### src/rtl/traffic_pkg.sv
`default_nettype none
// ============================================================================
// Module   : traffic_pkg
// Purpose  : Light-code constants, phase encoding and the light-to-phase
//            decoder shared by the traffic-light FSM and its timing block.
// Revision : 1.0 - initial release
// ============================================================================
package traffic_pkg;

  // Per-direction light encoding driven by the traffic-light FSM
  localparam logic [1:0] LIGHT_GREEN  = 2'b10;
  localparam logic [1:0] LIGHT_YELLOW = 2'b01;
  localparam logic [1:0] LIGHT_RED    = 2'b00;

  // Seconds counter saturates here
  localparam logic [7:0] SEC_CNT_MAX = 8'd255;

  typedef enum logic [1:0] {
    HW_GREEN    = 2'd0,
    HW_YELLOW   = 2'd1,
    LANE_GREEN  = 2'd2,
    LANE_YELLOW = 2'd3
  } phase_t;

  // Decoder result: legal=0 flags a light pair the FSM must never produce
  typedef struct packed {
    logic   legal;
    phase_t phase;
  } phase_dec_t;

  function automatic phase_dec_t decode_phase(input logic [1:0] hw_light,
                                              input logic [1:0] ln_light);
    phase_dec_t d;
    d.legal = 1'b1;
    d.phase = HW_GREEN;
    case ({hw_light, ln_light})
      {LIGHT_GREEN,  LIGHT_RED}:    d.phase = HW_GREEN;
      {LIGHT_YELLOW, LIGHT_RED}:    d.phase = HW_YELLOW;
      {LIGHT_RED,    LIGHT_GREEN}:  d.phase = LANE_GREEN;
      {LIGHT_RED,    LIGHT_YELLOW}: d.phase = LANE_YELLOW;
      default:                      d.legal = 1'b0;
    endcase
    return d;
  endfunction

endpackage
`default_nettype wire

### src/rtl/traffic_sensor_debounce.sv
`default_nettype none
// ============================================================================
// Module   : traffic_sensor_debounce
// Purpose  : Two-flop synchronizer followed by a stability counter. The
//            output follows the synchronized input only after it has held a
//            new value for DEBOUNCE_CYC consecutive cycles; any return to
//            the current output value restarts the count.
// Revision : 1.0 - initial release
// ============================================================================
module traffic_sensor_debounce #(
  parameter int DEBOUNCE_CYC = 1000
) (
  input  logic clk,
  input  logic reset,
  input  logic raw_in,
  output logic db_out
);

  localparam int                 c_cnt_w    = $clog2(DEBOUNCE_CYC + 1);
  localparam logic [c_cnt_w-1:0] c_cnt_last = c_cnt_w'(DEBOUNCE_CYC - 1);
  localparam logic [c_cnt_w-1:0] c_cnt_one  = c_cnt_w'(1);

  logic               r_sync1;
  logic               r_sync2;
  logic [c_cnt_w-1:0] r_cnt;
  logic               r_db;

  // Bring the asynchronous detector into the clk domain
  always_ff @(posedge clk or posedge reset) begin
    if (reset) begin
      r_sync1 <= 1'b0;
      r_sync2 <= 1'b0;
    end else begin
      r_sync1 <= raw_in;
      r_sync2 <= r_sync1;
    end
  end

  // Accept a new level only after it has been stable long enough
  always_ff @(posedge clk or posedge reset) begin
    if (reset) begin
      r_cnt <= '0;
      r_db  <= 1'b0;
    end else if (r_sync2 != r_db) begin
      if (r_cnt == c_cnt_last) begin
        r_db  <= r_sync2;
        r_cnt <= '0;
      end else begin
        r_cnt <= r_cnt + c_cnt_one;
      end
    end else begin
      r_cnt <= '0;
    end
  end

  assign db_out = r_db;

endmodule
`default_nettype wire

### src/rtl/traffic_timing_ctrl.sv
`default_nettype none
// ============================================================================
// Module   : traffic_timing_ctrl
// Purpose  : Timing and sensor conditioning for the highway/lane traffic
//            light FSM. Decodes the phase from the FSM lights, counts whole
//            seconds per phase, gates the debounced vehicle sensor by the
//            minimum highway green / maximum lane green, and produces the
//            one-cycle yellow-expiry pulse. Illegal light pairs latch fault.
// Options  : TRAFFIC_TIMING_STATS_EN - adds the 16-bit lane_serviced counter
//            (LANE_YELLOW -> HW_GREEN transitions, wrapping).
// Revision : 1.0 - initial release
// ============================================================================
module traffic_timing_ctrl
  import traffic_pkg::*;
#(
  parameter int CLK_PER_SEC    = 50_000_000,
  parameter int YELLOW_SEC     = 3,
  parameter int MIN_GREEN_HW   = 10,
  parameter int MAX_GREEN_LANE = 20,
  parameter int DEBOUNCE_CYC   = 1000
) (
  input  logic        clk,
  input  logic        reset,
  input  logic        raw_sensor,
  input  logic [1:0]  highway,
  input  logic [1:0]  lane,
  output logic        sensor,
  output logic        delay_3sec,
  output logic [1:0]  phase,
  output logic [7:0]  sec_cnt,
  output logic        fault
`ifdef TRAFFIC_TIMING_STATS_EN
  ,
  output logic [15:0] lane_serviced
`endif
);

  localparam int                   c_presc_w     = $clog2(CLK_PER_SEC);
  localparam logic [c_presc_w-1:0] c_presc_last  = c_presc_w'(CLK_PER_SEC - 1);
  localparam logic [c_presc_w-1:0] c_presc_one   = c_presc_w'(1);
  localparam logic [7:0]           c_yellow_last = 8'(YELLOW_SEC - 1);
  localparam logic [7:0]           c_min_green   = 8'(MIN_GREEN_HW);
  localparam logic [7:0]           c_max_lane    = 8'(MAX_GREEN_LANE);

  phase_dec_t           w_dec;
  logic                 w_phase_change;
  logic                 w_sec_tick;
  logic                 w_db;
  logic                 w_sensor_nxt;
  logic                 w_delay_nxt;

  phase_t               r_phase;
  logic                 r_fault;
  logic [c_presc_w-1:0] r_presc;
  logic [7:0]           r_sec_cnt;
  logic                 r_sensor;
  logic                 r_delay;

  traffic_sensor_debounce #(
    .DEBOUNCE_CYC (DEBOUNCE_CYC)
  ) u_debounce (
    .clk    (clk),
    .reset  (reset),
    .raw_in (raw_sensor),
    .db_out (w_db)
  );

  assign w_dec          = decode_phase(highway, lane);
  assign w_phase_change = w_dec.legal && (w_dec.phase != r_phase);
  // A phase change wins over the tick so the new phase starts from zero
  assign w_sec_tick     = (r_presc == c_presc_last) && !w_phase_change;

  // Track the decoded phase; an illegal pair holds the phase and latches fault
  always_ff @(posedge clk or posedge reset) begin
    if (reset) begin
      r_phase <= HW_GREEN;
      r_fault <= 1'b0;
    end else if (w_dec.legal) begin
      r_phase <= w_dec.phase;
    end else begin
      r_fault <= 1'b1;
    end
  end

  // Prescaler and per-phase seconds counter, both restarted on a phase change
  always_ff @(posedge clk or posedge reset) begin
    if (reset) begin
      r_presc   <= '0;
      r_sec_cnt <= '0;
    end else if (w_phase_change) begin
      r_presc   <= '0;
      r_sec_cnt <= '0;
    end else if (w_sec_tick) begin
      r_presc <= '0;
      if (r_sec_cnt != SEC_CNT_MAX) begin
        r_sec_cnt <= r_sec_cnt + 8'd1;
      end
    end else begin
      r_presc <= r_presc + c_presc_one;
    end
  end

  // Next sensor/delay values; both are quiet on faults and phase boundaries
  always_comb begin
    w_sensor_nxt = 1'b0;
    w_delay_nxt  = 1'b0;
    if (!r_fault && w_dec.legal && !w_phase_change) begin
      case (r_phase)
        HW_GREEN:    w_sensor_nxt = w_db && (r_sec_cnt >= c_min_green);
        LANE_GREEN:  w_sensor_nxt = w_db && (r_sec_cnt < c_max_lane);
        HW_YELLOW,
        LANE_YELLOW: w_delay_nxt  = w_sec_tick && (r_sec_cnt == c_yellow_last);
      endcase
    end
  end

  // Register the FSM-facing outputs
  always_ff @(posedge clk or posedge reset) begin
    if (reset) begin
      r_sensor <= 1'b0;
      r_delay  <= 1'b0;
    end else begin
      r_sensor <= w_sensor_nxt;
      r_delay  <= w_delay_nxt;
    end
  end

`ifdef TRAFFIC_TIMING_STATS_EN
  logic [15:0] r_lane_serviced;

  // Count completed lane service cycles (lane yellow handing back to highway)
  always_ff @(posedge clk or posedge reset) begin
    if (reset) begin
      r_lane_serviced <= '0;
    end else if (w_dec.legal && (r_phase == LANE_YELLOW) && (w_dec.phase == HW_GREEN)) begin
      r_lane_serviced <= r_lane_serviced + 16'd1;
    end
  end

  assign lane_serviced = r_lane_serviced;
`endif

  assign sensor     = r_sensor;
  assign delay_3sec = r_delay;
  assign phase      = r_phase;
  assign sec_cnt    = r_sec_cnt;
  assign fault      = r_fault;

endmodule
`default_nettype wire

### config.mk
export PLATFORM = sky130hd
export DESIGN_NAME = traffic_timing_ctrl
export DESIGN_NICKNAME = d
export VERILOG_FILES = /design/src/rtl/traffic_pkg.sv /design/src/rtl/traffic_sensor_debounce.sv /design/src/rtl/traffic_timing_ctrl.sv
export SDC_FILE = /design/constraint.sdc
export NUM_CORES = 1
export LEC_CHECK = 0
export BUFFER_PORTS_ARGS = -buffer_cell sky130_fd_sc_hd__buf_2
export CORE_UTILIZATION = 50
export CTS_CLUSTER_DIAMETER = 200
export DETAILED_ROUTE_END_ITERATION = 8
export PLACE_DENSITY = 0.67
export SYNTH_ARGS = -nofsm -noshare
export SYNTH_HDL_FRONTEND = slang
export SYNTH_SLANG_ARGS = --single-unit
### constraint.sdc
create_clock -name clk -period 2.8 [get_ports clk]
set_input_delay 0.56 -clock clk [delete_from_list [all_inputs] [get_ports clk]]
set_output_delay 0.56 -clock clk [all_outputs]
set_load 0.005 [all_outputs]
==> results of run 1 <==
## power groups by stage
| stage | logic, mW | clock network (mW) | registers [mW] |
|---|---|---|---|
| 3_5_place_dp | 0.149 | 0 | 0.850 |
| 6_report | 0.147 | 0.425 | 0.838 |
| 3_3_place_gp | 0.144 | 0 | 0.850 |
| 2_1_floorplan | 0.122 | 0 | 0.833 |
| 4_1_cts | 0.149 | 0.439 | 0.836 |
| 5_1_grt | 0.172 | 0.470 | 0.844 |
## flip-flops by register name (all words and copies together) (netlist names)
register and flops:
delay_3sec 1, fault 1, phase 2, r_presc 26
sec_cnt 8, sensor 1, u_debounce.db_out 1, u_debounce.r_cnt 10
u_debounce.r_sync1 1, u_debounce.r_sync2 1
## final cells by class
| type | instances | area share, % |
|---|---|---|
| Inverter | 5 | 0.610 |
| Timing Repair Buffer | 25 | 4.55 |
| Clock inverter | 2 | 0.528 |
| Sequential cell | 52 | 42.3 |
| Multi-Input combinational cell | 225 | 46.8 |
| Tap cell | 70 | 2.85 |
| Clock buffer | 6 | 2.36 |
## synthesized netlist by cell type, types with 2 or more instances
master	count	area [um2]
a2111oi_0	2	17.5
a21o_1	2	15.0
a21oi_1	11	55.1
and2_1	3	18.8
and3_1	12	75.1
and3b_1	2	17.5
and4_1	3	26.3
buf_2	2	10.0
clkbuf_1	9	33.8
dfrtp_1	52	1300
ha_1	4	50.1
inv_1	5	18.8
nand2_1	14	52.6
nand2b_1	4	25.0
nand3_1	24	120
nand4_1	9	56.3
nor2_1	51	191
nor4_1	5	31.3
nor4b_1	3	26.3
o211ai_1	2	15.0
o21ai_0	5	25.0
o21ai_1	4	20.0
or3_1	4	25.0
or4b_4	2	27.5
xnor2_1	8	70.1
xor2_1	27	236
## stage by stage
stage          setup slack, ps  utilization (%)
3_5_place_dp               490             56.7
6_report                   464             58.4
5_1_grt                    352             58.4
2_1_floorplan              556                -
4_1_cts                    481             58.4
3_3_place_gp               525             56.7
## per-layer routing
metal | vias up | share of wire (%)
li1 | 1077 | -
met1 | 1097 | 48
met2 | 32 | 49
met3 | 4 | 2.7
met4 | 0 | 0.68
met5 | - | 0
## cell families (layout without fill, tap and decap cells)
logic type      count (synthesis)  in the layout
compound gates                 36             36
xor+xnor                       35             35
fa+ha+maj                       4              4
buf+inv                        18             38
flops                          52             52
mux                             2              2
simple gates                  148            148
## how the worst max path moves through the flow
| stage | startpoint | slack (ps) | cells after the start | end |
|---|---|---|---|---|
| floorplan | lane[0] | 560 | 9 | r_presc[14]$_DFF_PP0_ |
| global placement | r_presc[18]$_DFF_PP0_ | 520 | 5 | sec_cnt[6]$_DFFE_PP0P_ |
| detailed placement | r_presc[7]$_DFF_PP0_ | 490 | 5 | sec_cnt[6]$_DFFE_PP0P_ |
| CTS | r_presc[7]$_DFF_PP0_ | 480 | 5 | sec_cnt[6]$_DFFE_PP0P_ |
| global route | r_presc[7]$_DFF_PP0_ | 350 | 5 | sec_cnt[6]$_DFFE_PP0P_ |
| finish | r_presc[7]$_DFF_PP0_ | 460 | 5 | sec_cnt[6]$_DFFE_PP0P_ |
## layout by cell type, fill, tap and decap left out, types with 3 or more instances in the layout
cell type and n:
ha_1 4, a21oi_1 11, nand2b_1 4, and3_1 12, nand4_1 9, nand3_1 24
xor2_1 27, and4_1 3, xnor2_1 8, nor4b_1 3, or3_1 4, o21ai_1 4
clkbuf_8 5, dfrtp_1 52, inv_1 4, o21ai_0 5, nor2_1 51, buf_4 6
buf_2 19, and2_1 3, nand2_1 14, nor4_1 5
==> impl_metrics.ini, run 1 <==
[critical_path]
crit_required_ps = 3000
cp_cell_sequence = or4b_4 -> nor4_4 -> nand4_4 -> or4_1 -> and3b_1
crit_slowest_cell = or4b_4
path_max_fanout = 9
crit_path_max_incr_delay_ps = 570
crit_arrival_ps = 2540
reg2regPathDepth = 5
reg2reg_to = sec_cnt[6]$_DFFE_PP0P_
endpoint_kind = flip-flop
reg2reg_slack_ps = 460
crit_type = reg -> reg
critPathLaunchType = flip-flop
cp_num_buf_inv = 0
rr_startpoint = r_presc[7]$_DFF_PP0_
cp_top_family = simple AND/OR/NAND/NOR gates

[power_and_ir_drop]
internal_power_mw = 1.03
switching_share_pct = 27.3
power_frac_comb_pct = 10.4
p_seq_share_pct = 59.4
p_leak_nw = 1.40
p_per_area_nw_per_um2 = 458
ir_drop_mv = 0.352
power_frac_clock_pct = 30.1
p_total_mw = 1.41
p_switching_uw = 385

[floorplanning]
die_w_um = 77.1
rows = 26
core_um2 = 5270
start_util_pct = 53.5
dieArea_um2 = 5940
ios = 20
die_h_um = 77.1

[synthesis]
synth_edf_count = 0
synth_compound_area_share_pct = 8.16
synth_cell_types = 52
synth-async-reset-ratio_pct = 100
syn_inst = 295
yosys.area_share.xor_xnor_pct = 10.9
ys_warn_count = 0
muxShareOfSynthArea_pct = 0.754
syn_area_per_cell_um2 = 9.56
synthAdderAreaFrac_pct = 1.77
synth_top_family_by_area = simple AND/OR/NAND/NOR gates
syn_area_um2 = 2820
ys_seq_elements = 52
ys.flop_type = dfrtp_1
syn-num-nets = 306
synth-seq-area-share_pct = 46.1
synth_simple_gate_area_share_pct = 29.5

[timing]
setup_viol = 0
slew_headroom_pct = 54.0
timing.hold.ws_ps = 355
rsz0062_at_grt = false
fmax_mhz = 428
final.setup_skew_ps = 9.15
period_minus_slack_ps = 2340
worst_pin_slew_ps = 684
tns_ps = 0
finalCritPeriodShare_pct = 83.4
report.final.slew_viol_count = 0
final_hold_viol_count = 0

[clock_tree]
cts_buffers = 5
postCtsHoldBufs = 0
cts_resized = 0
post_cts_buffers = 0
clkSinkCount = 52
path_clk_slew_ps = 100
cts_tree = done
cts_max_path_buffers = 2
cts_htree_levels = 2
clk_latency_ps = 310
root_buffer = clkbuf_8

[grt]
grt_max_degree = 53
grt_first_pass_wirelength_mm = 9.92
grtUsageMet2_pct = 33.6
grt_pass1_vias = 2179
top_usage_layer = met2
met1_usage_pct = 28.2
antenna_found_initial = 0
gr-total-overflow = 0
grtUsageMet3_pct = 4.17
track_usage_pct = 21.0

[detailed_routing]
drc = 0
drt-total-wl_mm = 5.63
wl_per_cell_um = 14.6
vias = 2210
antenna_left = 0
via_per_inst = 5.74
drtIter0Drc = 133
first_pass_iters = 4

[cells_and_area]
fin_nets = 325
synthToLayoutAreaGrowth_pct = 9.14
fillCellCount = 476
seqCellArea_um2 = 1300
diodes = 0
multiInputGateArea_um2 = 1440
fin_area_um2 = 3080
layout.cells.non_filler = 385
drive_above_1_share_pct = 12.4

[placed_design]
placed_cell_area_um2 = 2990
portBuffers = 19
dpl.hpwl_mm = 3.86
dpl.cell_count = 377
place.gp.congestion = 0.806

[min_path]
min_from = raw_sensor
hp-class = in -> reg
min_to = u_debounce.r_sync1$_DFF_PP0_
whs_path_depth = 1

[run_status]
outcome = finished, final reports clean

[job]
maxCapViolCount = 0
(Power assumes the default switching activity.)
==> inputs of run 2 (changes only) <==
--- a/config.mk
+++ b/config.mk
@@ -9,7 +9,7 @@
 export CORE_UTILIZATION = 50
 export CTS_CLUSTER_DIAMETER = 200
 export DETAILED_ROUTE_END_ITERATION = 8
-export PLACE_DENSITY = 0.67
+export PLACE_DENSITY = 0.7
 export SYNTH_ARGS = -nofsm -noshare
 export SYNTH_HDL_FRONTEND = slang
 export SYNTH_SLANG_ARGS = --single-unit
==> constraint.sdc (replaced) <==
create_clock -name clk -period 2.1 [get_ports clk]
set_input_delay 0.42 -clock clk [delete_from_list [all_inputs] [get_ports clk]]
set_output_delay 0.42 -clock clk [all_outputs]
set_load 0.005 [all_outputs]
==> run 2 against run 1 <==
The flow now finishes with violations (negative setup slack); combinational power is 56% higher; critical endpoint unchanged; clock-buffer cell count fell by 1; global-route usage grew 0.10 points; total power increased by 33%.
==> impl_metrics.ini, run 2 (synthesis gave the netlist of run 1 again) <==
[placed_design]
portBuffers = 19
placed_cell_area_um2 = 3140
dpl.cell_count = 394
place.gp.congestion = 0.869
dpl.hpwl_mm = 4.08

[power_and_ir_drop]
internal_power_mw = 1.38
power_frac_clock_pct = 28.7
power_frac_comb_pct = 12.2
p_seq_share_pct = 59.1
p_leak_nw = 1.52
switching_share_pct = 26.6
p_switching_uw = 501
p_total_mw = 1.88
ir_drop_mv = 0.563
p_per_area_nw_per_um2 = 571

[timing]
timing.hold.ws_ps = 148
fmax_mhz = 453
slew_headroom_pct = 63.1
final_hold_viol_count = 0
finalCritPeriodShare_pct = 105
report.final.slew_viol_count = 0
rsz0062_at_grt = true
worst_pin_slew_ps = 553
period_minus_slack_ps = 2210
setup_viol = 4
worst_slack_ps = -109
final.setup_skew_ps = 10.3

[grt]
grt_first_pass_wirelength_mm = 9.87
track_usage_pct = 21.1
grt_max_degree = 29
antenna_found_initial = 0
grt_pass1_vias = 2154
gr-total-overflow = 0

[clock_tree]
cts_tree = done
root_buffer = clkbuf_8
cts_max_path_buffers = 2
clkSinkCount = 52
clk_latency_ps = 310
path_clk_slew_ps = 90
cts_htree_levels = 2
cts_buffers = 5

[cells_and_area]
largest-register = r_presc
drive_above_1_share_pct = 18.6
synthToLayoutAreaGrowth_pct = 16.6
seqCellArea_um2 = 1300
fillCellCount = 484
diodes = 0
largest_reg_flops = 26
layout.cells.non_filler = 403
fin_nets = 344
multiInputGateArea_um2 = 1470
final_cell_mix = dfrtp_1 (52), nor2_1 (51), xor2_1 (27)
mostFrequentLayoutCell = dfrtp_1
fin_area_um2 = 3290

[detailed_routing]
via_per_inst = 5.52
drc = 0
vias = 2226
drt-total-wl_mm = 5.81
antenna_left = 0
drtIter0Drc = 155
wl_per_cell_um = 14.4
first_pass_iters = 4

[critical_path]
critPathLaunchType = flip-flop
crit_type = reg -> reg
endpoint_kind = flip-flop
crit_required_ps = 2290
crit_arrival_ps = 2400
path_max_fanout = 7

[floorplanning]
rows = 26
core_um2 = 5270
ios = 20
die_h_um = 77.1
start_util_pct = 53.5
dieArea_um2 = 5940
die_w_um = 77.1

[run_status]
violations = negative setup slack
outcome = finished with violations

[job]
maxCapViolCount = 0

[min_path]
hp-class = in -> async
[run 2: path summary, 6_finish.rpt]
path / start / to / slack [ps] / depth (start not counted)
max: r_presc[9]$_DFF_PP0_ / sec_cnt[6]$_DFFE_PP0P_ / -110 / 6
min: reset / u_debounce.r_cnt[7]$_DFF_PP0_ / 150 / 2
max reg2reg: r_presc[9]$_DFF_PP0_ / sec_cnt[6]$_DFFE_PP0P_ / -110 / 6
min reg2reg: u_debounce.r_sync1$_DFF_PP0_ / u_debounce.r_sync2$_DFF_PP0_ / 380 / 0
max in group asynchronous: reset / phase[0]$_DFFE_PP0N_ / 1410 / 3
min in group clk: raw_sensor / u_debounce.r_sync1$_DFF_PP0_ / 210 / 1
[run 2: cell type report]
type,instances,share of cell area (%)
repair buffers,44,10.1
flip-flops and latches,52,39.6
clock buffers,5,2.09
clock inverters,2,0.381
inverters,5,0.571
well taps,70,2.66
multi-input cells,225,44.6
[run 2: per-stage QoR]
stage	TNS (ps)	utilization, %	worst slack (ps)
after floorplan	-145	-	-90.3
after global placement	-41.3	59.6	-29.8
after detailed placement	-131	59.6	-65.1
after CTS	-173	61.2	-69.9
after global routing	-678	62.4	-170
final	-203	62.4	-109
[run 2: worst max-delay path: stages (launching register included)]
cell and delay [ps]:
dfrtp_1 390, or4b_4 540, buf_6 130, nor4_4 250
nand4_4 170, or4_1 440, and3b_1 170
[run 2: per-layer routing]
layer	track usage, %	part of all wire (%)
met5	0	0
met1	26.8	47
met2	35.4	49
met4	8.11	1.9
met3	4.05	2.3
[run 2: repair_timing]
action,4_1_cts,5_1_grt
gates cloned,0,1
endpoints found under the setup margin,21,24
hold buffers,0,0
gates resized for setup,1,6
pin swaps,2,3
setup buffers,0,1
[run 2: power groups by stage]
| stage | logic, mW | registers (mW) | clock network (mW) |
|---|---|---|---|
| 6_report | 0.230 | 1.11 | 0.539 |
| 4_1_cts | 0.220 | 1.11 | 0.560 |
| 5_1_grt | 0.260 | 1.12 | 0.592 |
| 3_3_place_gp | 0.214 | 1.13 | 0 |
| 2_1_floorplan | 0.164 | 1.11 | 0 |
| 3_5_place_dp | 0.220 | 1.13 | 0 |
